### config.mk
export PLATFORM = sky130hd
export DESIGN_NAME = game_flow_controller
export DESIGN_NICKNAME = d
export VERILOG_FILES = /design/src/rtl/game_pkg.sv /design/src/rtl/edge_detect.sv /design/src/rtl/game_flow_controller.sv
export SDC_FILE = /design/constraint.sdc
export NUM_CORES = 1
export LEC_CHECK = 0
export ABC_CLOCK_PERIOD_IN_PS = 3200
export CAP_MARGIN = 40
export CORE_MARGIN = 10
export CORE_UTILIZATION = 40
export CTS_CLUSTER_SIZE = 8
export DETAILED_ROUTE_END_ITERATION = 12
export PLACE_DENSITY = 0.64
export REMOVE_ABC_BUFFERS = 1
export SYNTH_ARGS = -nofsm -noshare
export SYNTH_HDL_FRONTEND = slang
export SYNTH_SLANG_ARGS = --single-unit
### constraint.sdc
create_clock -name clk -period 3.2 [get_ports clk]
set_input_delay 0.64 -clock clk [delete_from_list [all_inputs] [get_ports clk]]
set_output_delay 0.64 -clock clk [all_outputs]
set_load 0.02 [all_outputs]
### src/rtl/game_pkg.sv
// game_pkg: shared definitions for the ball-popping game flow controller.
//   GS_W            - width of the encoded game state
//   NUM_LIVES_DEF   - default number of lives at game start
//   NUM_LEVELS_DEF  - default number of levels to clear for victory
//   game_state_t    - encoded game screens (value seen on gameState)
package game_pkg;

  localparam int GS_W           = 3;
  localparam int NUM_LIVES_DEF  = 3;
  localparam int NUM_LEVELS_DEF = 4;

  typedef enum logic [GS_W-1:0] {
    GS_WELCOME   = 3'd0,
    GS_PLAY      = 3'd1,
    GS_PAUSE     = 3'd2,
    GS_LEVEL_UP  = 3'd3,
    GS_GAME_OVER = 3'd4,
    GS_VICTORY   = 3'd5
  } game_state_t;

endpackage

### src/rtl/edge_detect.sv
// edge_detect: one-flop rising-edge detector for a level key input.
//   clk    - system clock
//   resetN - asynchronous active-low reset
//   din    - level input (held = 1)
//   rise   - high in the first cycle din is seen high; a held key never retriggers
module edge_detect (
  input  logic clk,
  input  logic resetN,
  input  logic din,
  output logic rise
);

  logic prev_r;

  // Remember the previous cycle's key level
  always_ff @(posedge clk or negedge resetN) begin
    if (!resetN) begin
      prev_r <= 1'b0;
    end else begin
      prev_r <= din;
    end
  end

  assign rise = din & ~prev_r;

endmodule

### src/rtl/game_flow_controller.sv
// game_flow_controller: top-level game-flow FSM (welcome/play/pause/level-up/
// game-over/victory), tracking lives, level, invulnerability and the rope.
//   Inputs : clk, resetN, rightArrow, leftArrow, spaceBar, pauseKey (level keys),
//            col_player_ball, all_balls_popped, rope_done, playerX
//   Outputs: gameState, lives, level, playerMoveRight/Left, ropeDeploy (pulse),
//            levelStart (pulse), playerVisible, ballVisible, invulnerable, ropeX
module game_flow_controller
  import game_pkg::*;
#(
  parameter int NUM_LIVES     = NUM_LIVES_DEF,
  parameter int NUM_LEVELS    = NUM_LEVELS_DEF,
  parameter int INVULN_CYCLES = 50_000_000,
  parameter int LEVEL_DELAY   = 100_000_000,
  parameter int X_W           = 11
) (
  input  logic            clk,
  input  logic            resetN,
  input  logic            rightArrow,
  input  logic            leftArrow,
  input  logic            spaceBar,
  input  logic            pauseKey,
  input  logic            col_player_ball,
  input  logic            all_balls_popped,
  input  logic            rope_done,
  input  logic [X_W-1:0]  playerX,
  output logic [GS_W-1:0] gameState,
  output logic [2:0]      lives,
  output logic [3:0]      level,
  output logic            playerMoveRight,
  output logic            playerMoveLeft,
  output logic            ropeDeploy,
  output logic            levelStart,
  output logic            playerVisible,
  output logic            ballVisible,
  output logic            invulnerable,
  output logic [X_W-1:0]  ropeX
);

  localparam int INV_W = $clog2(INVULN_CYCLES + 1);
  localparam int DLY_W = $clog2(LEVEL_DELAY + 1);

  localparam logic [GS_W-1:0] S_WELCOME   = GS_WELCOME;
  localparam logic [GS_W-1:0] S_PLAY      = GS_PLAY;
  localparam logic [GS_W-1:0] S_PAUSE     = GS_PAUSE;
  localparam logic [GS_W-1:0] S_LEVEL_UP  = GS_LEVEL_UP;
  localparam logic [GS_W-1:0] S_GAME_OVER = GS_GAME_OVER;
  localparam logic [GS_W-1:0] S_VICTORY   = GS_VICTORY;

  logic [GS_W-1:0]  state_r,       state_s;
  logic [2:0]       lives_r,       lives_s;
  logic [3:0]       level_r,       level_s;
  logic [X_W-1:0]   rope_x_r,      rope_x_s;
  logic             rope_active_r, rope_active_s;
  logic [INV_W-1:0] inv_cnt_r,     inv_cnt_s;
  logic             inv_active_r,  inv_active_s;
  logic [DLY_W-1:0] dly_cnt_r,     dly_cnt_s;
  logic             rope_deploy_s, level_start_s;
  logic             space_edge_s,  pause_edge_s, col_edge_s, hit_s, blink_s;

  edge_detect u_space (.clk(clk), .resetN(resetN), .din(spaceBar),        .rise(space_edge_s));
  edge_detect u_pause (.clk(clk), .resetN(resetN), .din(pauseKey),        .rise(pause_edge_s));
  edge_detect u_col   (.clk(clk), .resetN(resetN), .din(col_player_ball), .rise(col_edge_s));

  // A collision only costs a life on a new contact outside the invulnerable window
  assign hit_s = col_edge_s & ~inv_active_r & (lives_r != 3'd0);

  // Next-state and datapath update, collision > balls popped > pause > space
  always_comb begin
    state_s       = state_r;
    lives_s       = lives_r;
    level_s       = level_r;
    rope_x_s      = rope_x_r;
    rope_active_s = rope_active_r & ~rope_done;
    inv_cnt_s     = inv_cnt_r;
    inv_active_s  = inv_active_r;
    dly_cnt_s     = dly_cnt_r;
    rope_deploy_s = 1'b0;
    level_start_s = 1'b0;
    case (state_r)
      S_WELCOME: begin
        if (space_edge_s) begin
          state_s       = S_PLAY;
          lives_s       = 3'(NUM_LIVES);
          level_s       = 4'd0;
          level_start_s = 1'b1;
          rope_active_s = 1'b0;
          inv_cnt_s     = INV_W'(0);
          inv_active_s  = 1'b0;
        end else begin
          state_s = S_WELCOME;
        end
      end
      S_PLAY: begin
        // The window covers counts INVULN_CYCLES-1 down to 0 inclusive
        if (inv_active_r) begin
          if (inv_cnt_r == INV_W'(0)) begin
            inv_active_s = 1'b0;
          end else begin
            inv_cnt_s = inv_cnt_r - INV_W'(1);
          end
        end else begin
          inv_active_s = 1'b0;
        end
        if (hit_s) begin
          lives_s = lives_r - 3'd1;
          if (lives_r == 3'd1) begin
            state_s      = S_GAME_OVER;
            inv_cnt_s    = INV_W'(0);
            inv_active_s = 1'b0;
          end else begin
            inv_cnt_s    = INV_W'(INVULN_CYCLES - 1);
            inv_active_s = 1'b1;
          end
        end else if (all_balls_popped) begin
          if (level_r == 4'(NUM_LEVELS - 1)) begin
            state_s = S_VICTORY;
          end else begin
            state_s       = S_LEVEL_UP;
            level_s       = level_r + 4'd1;
            dly_cnt_s     = DLY_W'(LEVEL_DELAY - 1);
            rope_active_s = 1'b0;
            inv_cnt_s     = INV_W'(0);
            inv_active_s  = 1'b0;
          end
        end else if (pause_edge_s) begin
          state_s = S_PAUSE;
        end else if (space_edge_s && !rope_active_r) begin
          rope_deploy_s = 1'b1;
          rope_x_s      = playerX;
          rope_active_s = 1'b1;
        end else begin
          state_s = S_PLAY;
        end
      end
      S_PAUSE: begin
        if (pause_edge_s) begin
          state_s = S_PLAY;
        end else begin
          state_s = S_PAUSE;
        end
      end
      S_LEVEL_UP: begin
        if (dly_cnt_r == DLY_W'(0)) begin
          state_s       = S_PLAY;
          level_start_s = 1'b1;
        end else begin
          dly_cnt_s = dly_cnt_r - DLY_W'(1);
        end
      end
      S_GAME_OVER, S_VICTORY: begin
        if (space_edge_s) begin
          state_s = S_WELCOME;
        end else begin
          state_s = state_r;
        end
      end
      default: begin
        state_s = S_WELCOME;
      end
    endcase
  end

  // Game state registers
  always_ff @(posedge clk or negedge resetN) begin
    if (!resetN) begin
      state_r       <= S_WELCOME;
      lives_r       <= 3'd0;
      level_r       <= 4'd0;
      rope_x_r      <= X_W'(0);
      rope_active_r <= 1'b0;
      inv_cnt_r     <= INV_W'(0);
      inv_active_r  <= 1'b0;
      dly_cnt_r     <= DLY_W'(0);
    end else begin
      state_r       <= state_s;
      lives_r       <= lives_s;
      level_r       <= level_s;
      rope_x_r      <= rope_x_s;
      rope_active_r <= rope_active_s;
      inv_cnt_r     <= inv_cnt_s;
      inv_active_r  <= inv_active_s;
      dly_cnt_r     <= dly_cnt_s;
    end
  end

  // Blink uses counter bit 22; short windows have no such bit and never blink
  generate
    if (INV_W > 22) begin : g_blink
      assign blink_s = inv_cnt_r[22];
    end else begin : g_no_blink
      assign blink_s = 1'b0;
    end
  endgenerate

  assign gameState       = state_r;
  assign lives           = lives_r;
  assign level           = level_r;
  assign ropeX           = rope_x_r;
  assign invulnerable    = inv_active_r;
  assign ropeDeploy      = rope_deploy_s;
  assign levelStart      = level_start_s;
  assign playerMoveRight = (state_r == S_PLAY) & rightArrow & ~leftArrow;
  assign playerMoveLeft  = (state_r == S_PLAY) & leftArrow & ~rightArrow;
  assign playerVisible   = ((state_r == S_PLAY) | (state_r == S_PAUSE)) &
                           (~inv_active_r | ~blink_s);
  assign ballVisible     = (state_r == S_PLAY) | (state_r == S_PAUSE) |
                           (state_r == S_LEVEL_UP);

endmodule

== After elaboration in Yosys (flattened, before gate mapping) ==
Index checks and enable logic that the tools add are counted.

* Register bits after elaboration: 79
* Input bits: 20
* Output and inout bits: 28
* Word-level logic and storage cells: 127

* $add $sub $neg: 4
* Eq/ne operators: 17
* Mux-type cells: 55
* Bitwise logic cells: 25
* Reduce and logical (&&, ||, !) cells: 15

{| class="wikitable"
|+ Operator list
! cell !! number
|-
| $mux W26 || 7
|-
| $mux W27 || 4
|-
| $pmux W27 S2 || 1
|-
| $pmux W26 S2 || 1
|-
| $mux W3 || 10
|-
| $logic_not A27 Y1 || 1
|-
| $sub A27 B1 Y27 const B || 1
|-
| $logic_not A26 Y1 || 1
|-
| $sub A26 B1 Y26 const B || 1
|-
| $mux W1 || 21
|-
| $mux W4 || 4
|-
| $ne A2 B2 Y1 const B || 8
|-
| $pmux W3 S5 || 1
|-
| $reduce_and A5 Y1 || 3
|-
| $and A1 B1 Y1 || 11
|-
| $not A1 Y1 || 11
|-
| $pmux W4 S2 || 1
|-
| $eq A3 B1 Y1 const B || 2
|-
| $eq A3 B2 Y1 const B || 2
|-
| $eq A3 B3 Y1 const B || 2
|-
| $pmux W1 S2 || 3
|-
| $pmux W3 S2 || 1
|-
| $ne A5 B5 Y1 const B || 1
|-
| $add A4 B1 Y4 const B || 1
|-
| other kinds (14) || 17
|}

== Logic depth before layout (Yosys ltp) ==
Gate-level depths: netlist of run 1.

* Word-level depth: 8
* Gate-level depth with buffers: 9
* Depth with buffers taken out: 7

== By module ==
A second synthesis of run 1 with hierarchy kept.

* Cell total of the unflattened synthesis: 491
* Area, all modules: 4,340.4 sq um

{| class="wikitable"
|+ By module, submodules not included
! module !! instances !! cells each !! area an instance (sq um) !! seq. area each (sq um)
|-
| game_flow_controller || 1 || 485 || 4,224.1 || 1,901.8
|-
| edge_detect || 3 || 2 || 38.8 || 25.0
|}

== Worst setup path after synthesis of run 1 ==
Ideal clock, no wire load.

* Kind: input-to-output
* From: input col_player_ball
* To: output ropeDeploy
* Arrival time: 2,082 ps
* Data required time: 2,560 ps
* Path slack: 478 ps
* Stages: 6
* Path buffers: 2
* Cells stage by stage: or3b_2 > o21ai_0 > or4_1 > clkbuf_1 > buf_2 > inv_1

* Longest elaborated chain between the ends: 5

{| class="wikitable"
|+ Ends and longest elaborated chain
! what !! line !! text
|-
| from (decl) || game_flow_controller.sv:22 || <nowiki>input logic col_player_ball,</nowiki>
|-
| $and A1 B1 Y1 || edge_detect.sv:24 || <nowiki>assign rise = din & ~prev_r;</nowiki>
|-
| $and A1 B1 Y1 (2 in a row) || game_flow_controller.sv:65 || <nowiki>assign hit_s = col_edge_s & ~inv_active_r & (lives_r != 3'd0);</nowiki>
|-
| $mux W1 || game_flow_controller.sv:104 || <nowiki>if (hit_s) begin</nowiki>
|-
| $mux W1 || game_flow_controller.sv:79 || <nowiki>case (state_r)</nowiki>
|-
| to (decl) || game_flow_controller.sv:31 || <nowiki>output logic ropeDeploy,</nowiki>
|}

No other way between the ends.

== Final worst setup path of run 1 ==
* From: register state_r[2] (netlist: gameState[2])
* To: output playerMoveLeft

* Longest elaborated chain between the ends: 3

{| class="wikitable"
|+ Ends and longest elaborated chain
! what !! line !! text
|-
| from (decl) || game_flow_controller.sv:49 || <nowiki>logic [GS_W-1:0] state_r, state_s;</nowiki>
|-
| from (signal assigned) || game_flow_controller.sv:175 || <nowiki>state_r <= state_s;</nowiki>
|-
| $eq A3 B1 Y1 || game_flow_controller.sv:203 || <nowiki>assign playerMoveLeft = (state_r == S_PLAY) & leftArrow & ~rightArrow;</nowiki>
|-
| $and A1 B1 Y1 (2 in a row) || game_flow_controller.sv:203 ||
|-
| to (decl) || game_flow_controller.sv:30 || <nowiki>output logic playerMoveLeft,</nowiki>
|}

No other way between the ends.

==> results of run 1 <==
==> per-layer routing <==
layer	vias to the layer above	track usage [%]	part of all wire, %
met2	94	24.8	48
met4	0	7.10	1.9
met3	14	2.83	4.4
met5	-	0	0
li1	2002	-	-
met1	2010	19.2	46
==> layout make-up <==
cell class / count / area (sq um)
Fill cell: 1012 / 5340
Clock inverter: 5 / 83.8
Timing Repair Buffer: 79 / 722
Sequential cell: 79 / 1980
Tap cell: 140 / 175
Multi-Input combinational cell: 363 / 2390
Clock buffer: 10 / 229
Inverter: 17 / 63.8
==> kinds of logic after synthesis <==
family / share of synthesized area [%]
and+or+nand+nor: 28.7
AOI/OAI and AO/OA: 17.3
DFF: 43.6
buffers and inverters: 3.70
muxes: 4.31
adders and majority gates: 1.66
xor gates and xnor gates: 0.773
==> stage by stage <==
step	setup TNS [ns]	utilization, %	std cells	cell area (sq um)
6_report	0	51.4	693	5640
3_3_place_gp	-0.0461	48.3	677	5310
3_5_place_dp	-0.0607	48.6	678	5330
5_1_grt	0	51.4	693	5640
2_1_floorplan	0	-	459	4430
4_1_cts	0	51.4	693	5640
==> worst max-delay path, delay by kind of cell (launching register included) <==
family,cells,cell delay [ns]
buffers and inverters,2,0.83
DFF,1,0.46
and+or+nand+nor,2,0.74
==> flip-flops by register name, summed over array words and instances (netlist names) <==
signal / flops
level: 4
u_space.prev_r: 1
u_pause.prev_r: 1
rope_active_r: 1
gameState: 3
inv_cnt_r: 26
dly_cnt_r: 27
lives: 3
ropeX: 11
u_col.prev_r: 1
invulnerable: 1
==> power by group <==
| part | total [mW] | switching (mW) | internal, mW |
|---|---|---|---|
| clock | 1.09 | 0.412 | 0.680 |
| sequential | 1.54 | 0.271 | 1.26 |
| combinational | 2.25 | 1.32 | 0.929 |
| total | 4.88 | 2.01 | 2.87 |
==> layout by cell type (no fill, tap or decap), types with 4 or more instances in the layout <==
cell             count
clkbuf_16            9
or4_1               18
nand2_1             38
nand2b_1            10
nor3b_1              5
nand3_1             30
o21ai_0             17
o41ai_1              5
buf_4               32
and4_1               4
ha_1                 6
a31oi_1              7
clkdlybuf4s50_1     44
mux2i_1              6
inv_1               17
a21oi_1             14
dfrtp_1             79
xor2_1               4
o211ai_1            10
nor3_1              18
o31ai_1             15
o311ai_0            12
nand4_1             11
and2_1               4
nor4_1              12
mux2_2              11
nor4b_1              4
nor2_1              27
o21ai_1              5
and3_1               5
or3_1               14
==> worst min-delay path by stage <==
stage,startpoint,end,slack [ns],cells after the start
4_1_cts,resetN,u_space.prev_r,0.19,1
3_5_place_dp,ropeX[9],ropeX[9],0.50,1
2_1_floorplan,resetN,dly_cnt_r[0],0.34,0
5_1_grt,resetN,u_space.prev_r,0.22,1
6_report,resetN,u_space.prev_r,0.19,1
3_3_place_gp,ropeX[7],ropeX[7],0.49,1
==> impl_metrics.prom, run 1 <==
# TYPE chip_impl_metric gauge
chip_impl_info{name="tritoncts",value="built"} 1
chip_impl_metric{name="routed_wire_length_per_instance",unit="microns"} 17.2
chip_impl_metric{name="post_synth_num_cell_types",unit=""} 58
chip_impl_metric{name="clkTransAtPathRegs",unit="ns"} 0.06
chip_impl_metric{name="post-route-drc-count",unit=""} 0
chip_impl_metric{name="initial_antenna_violation_count",unit=""} 0
chip_impl_info{name="cts-root-buf",value="clkbuf_16"} 1
chip_impl_metric{name="arrival",unit="ns"} 2.37
chip_impl_info{name="cpMaxStageDelayCell",value="clkdlybuf4s50_1"} 1
chip_impl_metric{name="post-layout-total-power",unit="mW"} 4.88
chip_impl_metric{name="avgViaCountPerCell",unit=""} 5.95
chip_impl_metric{name="dr.first_iter.drc_count",unit=""} 311
chip_impl_info{name="post_synth_most_frequent_cells",value="79 x dfrtp_1, 38 x nand2_1, 30 x nand3_1"} 1
chip_impl_metric{name="place.gp.congestion",unit=""} 0.860
chip_impl_metric{name="final_nets",unit=""} 575
chip_impl_metric{name="total_inserted_antenna_cells",unit=""} 0
chip_impl_metric{name="pre_cts_slack",unit="ns"} -0.0607
chip_impl_metric{name="cts_repair_resize_count",unit=""} 2
chip_impl_metric{name="cts.htree.levels",unit=""} 3
chip_impl_metric{name="area_growth",unit="%"} 24.5
chip_impl_metric{name="drtPass1Iterations",unit=""} 4
chip_impl_metric{name="floorplan.rows",unit=""} 38
chip_impl_metric{name="setup.reg_to_reg.worst_slack",unit="ns"} 0.48
chip_impl_metric{name="share_of_synthesized_area_occupied_by_flip_flops_and_latches",unit="%"} 43.6
chip_impl_metric{name="crit_fanout",unit=""} 7
chip_impl_metric{name="worst_pin_slew",unit="ns"} 0.759
chip_impl_metric{name="floorplan.core_area",unit="sq mm"} 0.0110
chip_impl_metric{name="finalClockSkew",unit="ns"} 0.00672
chip_impl_metric{name="syn_avg_cell_area",unit="sq um"} 9.39
chip_impl_metric{name="cts_setup_buffers",unit=""} 0
chip_impl_metric{name="timing.max_cap.violations",unit=""} 0
chip_impl_metric{name="dp_hpwl",unit="microns"} 8540
chip_impl_metric{name="die_y",unit="microns"} 126
chip_impl_info{name="grt_setup_unrepaired",value="no"} 1
chip_impl_metric{name="first_global_vias",unit=""} 4237
chip_impl_metric{name="place.port_buffers",unit=""} 47
chip_impl_metric{name="cts_sinks",unit=""} 79
chip_impl_metric{name="clk_latency",unit="ns"} 0.34
chip_impl_metric{name="synth_enable_flop_cells",unit=""} 0
chip_impl_metric{name="grt_first_pass_wirelength",unit="microns"} 20600
chip_impl_metric{name="ir_drop",unit="uV"} 450
chip_impl_metric{name="maximum_number_of_pins_on_one_net_before_global_route_repair",unit=""} 60
chip_impl_metric{name="synthesis.instances",unit=""} 483
chip_impl_info{name="ys_top_cells_by_area",value="dfrtp_1 44%, nand3_1 3.3%, nand2_1 3.1%, or4_1 3.0%, mux2_2 2.7%"} 1
chip_impl_metric{name="ctsHoldBuffers",unit=""} 0
chip_impl_metric{name="cellPowerDensity",unit="mW/mm^2"} 865
chip_impl_info{name="timing.critical_path.from_type",value="flip-flop"} 1
chip_impl_metric{name="cellLeakagePower",unit="nW"} 2.23
chip_impl_info{name="worstReg2RegStart",value="level[0]"} 1
chip_impl_metric{name="setup_viol_count_final",unit=""} 0
chip_impl_metric{name="routed_wl",unit="microns"} 11900
chip_impl_metric{name="whs",unit="ns"} 0.195
chip_impl_info{name="synth_top_cell_by_area",value="dfrtp_1"} 1
chip_impl_metric{name="detailroute.via_count",unit=""} 4120
chip_impl_info{name="hold_class",value="in -> async"} 1
chip_impl_metric{name="grt.overflow.total",unit=""} 0
chip_impl_info{name="yosys.cell_count.top_type",value="dfrtp_1"} 1
chip_impl_metric{name="critPathRequiredTime",unit="ns"} 2.56
chip_impl_info{name="end_kind",value="output port"} 1
chip_impl_metric{name="synth_warnings",unit=""} 0
chip_impl_metric{name="crit_path_max_incr_delay",unit="ns"} 0.64
chip_impl_metric{name="route.antenna.remaining_nets",unit=""} 0
chip_impl_metric{name="final_max_slew_viol_count",unit=""} 0
chip_impl_metric{name="final.setup.worst_slack",unit="ns"} 0.186
chip_impl_metric{name="netlist_area",unit="sq mm"} 0.00453
chip_impl_info{name="r2r-end",value="inv_cnt_r[22]"} 1
chip_impl_metric{name="number_of_cts_inserted_buffers",unit=""} 9
chip_impl_metric{name="layout-drive-gt1-share",unit="%"} 13.7
chip_impl_info{name="endpoint",value="playerMoveLeft"} 1
chip_impl_metric{name="timing.slew.headroom",unit="%"} 49.3
chip_impl_metric{name="final.period_utilization",unit="%"} 94.2
chip_impl_info{name="worstSetupStartpoint",value="gameState[2]"} 1
chip_impl_info{name="worstPathCellList",value="buf_4 > or3b_2 > nor3b_1 > clkdlybuf4s50_1"} 1
chip_impl_metric{name="io_pins",unit=""} 48
chip_impl_info{name="synth_top_flop_cell",value="dfrtp_1"} 1
chip_impl_metric{name="die_area",unit="sq mm"} 0.0160
chip_impl_info{name="worst-setup-path-type",value="reg -> out"} 1
chip_impl_info{name="status",value="completed"} 1
chip_impl_metric{name="async_flop_share",unit="%"} 100
chip_impl_metric{name="timing.final.crit_period",unit="ns"} 3.01
chip_impl_metric{name="grt_usage",unit="%"} 15.3
chip_impl_metric{name="clockBufferDepth",unit=""} 2
chip_impl_metric{name="report.final.hold_viol_count",unit=""} 0
chip_impl_metric{name="synthDominantCellAreaShare",unit="%"} 43.6
chip_impl_metric{name="worst_r2r_path_depth",unit=""} 6
chip_impl_metric{name="fmaxAchievable",unit="MHz"} 332
chip_impl_metric{name="start_util",unit="%"} 41.3
chip_impl_metric{name="die_width",unit="microns"} 126
chip_impl_metric{name="synth_register_bits",unit=""} 79
Note: power is estimated with default switching activity, not from simulation.
==> run 2, diff against run 1 <==
Settings changed: DONT_BUFFER_PORTS from default to 1, PLACE_DENSITY 0.64 to 0.59.
==> impl_metrics.prom, run 2 (synthesized netlist as in run 1, its figures left out) <==
# TYPE chip_impl_metric gauge
chip_impl_info{name="status",value="completed"} 1
chip_impl_metric{name="final.setup.worst_slack",unit="ns"} 0.0711
chip_impl_metric{name="grt_first_pass_wirelength",unit="microns"} 19900
chip_impl_metric{name="critical_path_buffer_and_inverter_count",unit=""} 0
chip_impl_metric{name="cts_sinks",unit=""} 79
chip_impl_info{name="timing.critical_path.from_type",value="flip-flop"} 1
chip_impl_metric{name="final.period_utilization",unit="%"} 97.8
chip_impl_metric{name="first_global_vias",unit=""} 3841
chip_impl_info{name="cts-root-buf",value="clkbuf_16"} 1
chip_impl_info{name="worst-setup-path-type",value="reg -> out"} 1
chip_impl_metric{name="area_growth",unit="%"} 13.5
chip_impl_metric{name="worst_r2r_path_depth",unit=""} 8
chip_impl_info{name="end_kind",value="output port"} 1
chip_impl_metric{name="timing.final.crit_period",unit="ns"} 3.13
chip_impl_metric{name="start_util",unit="%"} 41.3
chip_impl_metric{name="placement.cell_area",unit="sq mm"} 0.00479
chip_impl_metric{name="drtPass1Iterations",unit=""} 4
chip_impl_metric{name="report.final.hold_viol_count",unit=""} 0
chip_impl_info{name="final_common_cell",value="dfrtp_1"} 1
chip_impl_info{name="grt_setup_unrepaired",value="no"} 1
chip_impl_info{name="r2r-end",value="dly_cnt_r[10]"} 1
chip_impl_metric{name="total_inserted_antenna_cells",unit=""} 0
chip_impl_info{name="most_flop_heavy_register",value="dly_cnt_r"} 1
chip_impl_metric{name="sw_frac_of_total",unit="%"} 43.4
chip_impl_info{name="worstPathCellList",value="or4_4 > or3_4 > or3_1 > nand2_1"} 1
chip_impl_metric{name="timing.slew.headroom",unit="%"} 45.2
chip_impl_metric{name="place.gp.congestion",unit=""} 0.853
chip_impl_metric{name="place.port_buffers",unit=""} 0
chip_impl_metric{name="cellLeakagePower",unit="nW"} 2.03
chip_impl_metric{name="cellPowerDensity",unit="mW/mm^2"} 903
chip_impl_metric{name="arrival",unit="ns"} 2.49
chip_impl_info{name="worstReg2RegStart",value="level[0]"} 1
chip_impl_metric{name="die_width",unit="microns"} 126
chip_impl_metric{name="grt.overflow.total",unit=""} 0
chip_impl_metric{name="ir_drop",unit="uV"} 505
chip_impl_metric{name="die_area",unit="sq mm"} 0.0160
chip_impl_metric{name="finalInstanceArea",unit="sq mm"} 0.00515
chip_impl_metric{name="final_nets",unit=""} 522
chip_impl_metric{name="io_pins",unit=""} 48
chip_impl_metric{name="wire_length_the_detailed_router_placed_on_met1",unit="microns"} 5460
chip_impl_metric{name="routed-wl-met3",unit="microns"} 660
chip_impl_metric{name="layout.core_utilization",unit="%"} 46.9
chip_impl_metric{name="detailroute.via_count",unit=""} 3948
chip_impl_metric{name="route.antenna.remaining_nets",unit=""} 0
chip_impl_metric{name="floorplan.rows",unit=""} 38
chip_impl_metric{name="grt_usage",unit="%"} 14.9
chip_impl_metric{name="die_y",unit="microns"} 126
chip_impl_metric{name="post-route-drc-count",unit=""} 0
chip_impl_metric{name="clk_latency",unit="ns"} 0.34
chip_impl_metric{name="crit_path_max_incr_delay",unit="ns"} 0.57
chip_impl_metric{name="pre_cts_slack",unit="ns"} 0.440
chip_impl_metric{name="netSwitchingPower",unit="mW"} 2.02
chip_impl_metric{name="seq_power_share",unit="%"} 36.2
chip_impl_metric{name="routed_wire_length_per_instance",unit="microns"} 18.4
chip_impl_metric{name="cts_setup_buffers",unit=""} 0
chip_impl_metric{name="dp_hpwl",unit="microns"} 8200
chip_impl_metric{name="clockBufferDepth",unit=""} 2
chip_impl_metric{name="setup.reg_to_reg.worst_slack",unit="ns"} 0.44
chip_impl_metric{name="critPathRequiredTime",unit="ns"} 2.56
chip_impl_metric{name="cts.htree.levels",unit=""} 3
chip_impl_metric{name="whs",unit="ns"} 0.185
chip_impl_metric{name="clkTransAtPathRegs",unit="ns"} 0.07
chip_impl_info{name="top_layer",value="met4"} 1
chip_impl_metric{name="avgViaCountPerCell",unit=""} 6.16
chip_impl_metric{name="finalClockSkew",unit="ns"} 0.0107
chip_impl_info{name="cpMaxStageDelayCell",value="or4_4"} 1
chip_impl_metric{name="cellInternalPower",unit="mW"} 2.63
chip_impl_metric{name="routed_wl",unit="microns"} 11800
chip_impl_metric{name="number_of_cts_inserted_buffers",unit=""} 9
chip_impl_metric{name="post-layout-total-power",unit="mW"} 4.65
chip_impl_metric{name="crit_fanout",unit=""} 7
chip_impl_metric{name="flip_flop_count_of_the_largest_register_after_layout",unit=""} 27
chip_impl_metric{name="final_max_slew_viol_count",unit=""} 0
chip_impl_info{name="hold_class",value="in -> async"} 1
chip_impl_metric{name="placed_cells",unit=""} 624
chip_impl_metric{name="maximum_number_of_pins_on_one_net_before_global_route_repair",unit=""} 80
chip_impl_metric{name="finish.cell_count_without_fillers",unit=""} 641
chip_impl_metric{name="fmaxAchievable",unit="MHz"} 320
chip_impl_metric{name="finalSetupTns",unit="ns"} 0
chip_impl_info{name="tritoncts",value="built"} 1
chip_impl_metric{name="floorplan.core_area",unit="sq mm"} 0.0110
chip_impl_info{name="most_used_cells_in_the_layout_excluding_fill_and_tap_cells",value="79 x dfrtp_1, 38 x nand2_1, 30 x nand3_1"} 1
chip_impl_metric{name="setup_viol_count_final",unit=""} 0
chip_impl_metric{name="initial_antenna_violation_count",unit=""} 0
chip_impl_metric{name="met2_length",unit="microns"} 5430
chip_impl_metric{name="share_clk_of_total_power",unit="%"} 24.7
chip_impl_metric{name="timing.max_cap.violations",unit=""} 0
chip_impl_metric{name="layout-drive-gt1-share",unit="%"} 13.8
chip_impl_metric{name="worst_pin_slew",unit="ns"} 0.821
chip_impl_metric{name="dr.first_iter.drc_count",unit=""} 425
chip_impl_metric{name="pwr-share-comb",unit="%"} 39.1
chip_impl_info{name="timing.critical_path.max_delay_family",value="simple AND/OR/NAND/NOR gates"} 1
## run 2: worst max-delay path by stage
stage,start,end,cells after the start
2_1_floorplan,level[0],dly_cnt_r[5],6
3_3_place_gp,dly_cnt_r[6],levelStart,4
3_5_place_dp,dly_cnt_r[6],levelStart,4
4_1_cts,dly_cnt_r[6],levelStart,4
5_1_grt,dly_cnt_r[5],levelStart,4
6_report,dly_cnt_r[6],levelStart,4
## run 2: layout make-up
class	instances	area, sq um
flip-flops and latches	79	1980
repair buffers	26	215
clock inverters	7	101
inverters	17	63.8
fillers	1043	5840
well taps	140	175
multi-input cells	363	2390
clock buffers	9	225
## run 2: power by group through the flow
stage / Combinational, mW / Sequential (mW) / Clock [mW]
after floorplan: 1.16 / 1.65 / 0
after global routing: 2.04 / 1.73 / 1.22
after global placement: 1.75 / 1.68 / 0
after detailed placement: 1.78 / 1.70 / 0
after CTS: 1.81 / 1.68 / 1.17
final: 1.82 / 1.68 / 1.15
## run 2: timing repair
action | 4_1_cts | 5_1_grt
hold buffers | 1 | 0
resized for setup | 0 | 1
setup endpoints to repair | 0 | 1
hold endpoints to repair | 79 | 0
## run 2: routing by layer
layer	GRT usage [%]	vias up
li1	-	1889
met1	19.7	1931
met2	22.5	110
met3	3.79	18
met4	6.56	0
met5	0	-
## run 2: worst reg2reg max path: cells and delay by family (launching register included)
| family | cells | cell delay [ns] |
|---|---|---|
| AO/OA/AOI/OAI | 3 | 0.83 |
| adder cells (fa/ha/maj) | 1 | 0.28 |
| buffers and inverters | 2 | 0.41 |
| flip-flops | 1 | 0.51 |
| AND/OR/NAND/NOR | 2 | 0.67 |
==> run 3, diff against run 2 <==
Settings changed: CTS_BUF_LIST from default to sky130_fd_sc_hd__clkbuf_16, CTS_CLUSTER_SIZE 8 to 28.
==> results of run 3 <==
The final DEF is identical to that of run 2; final timing and power are the same.
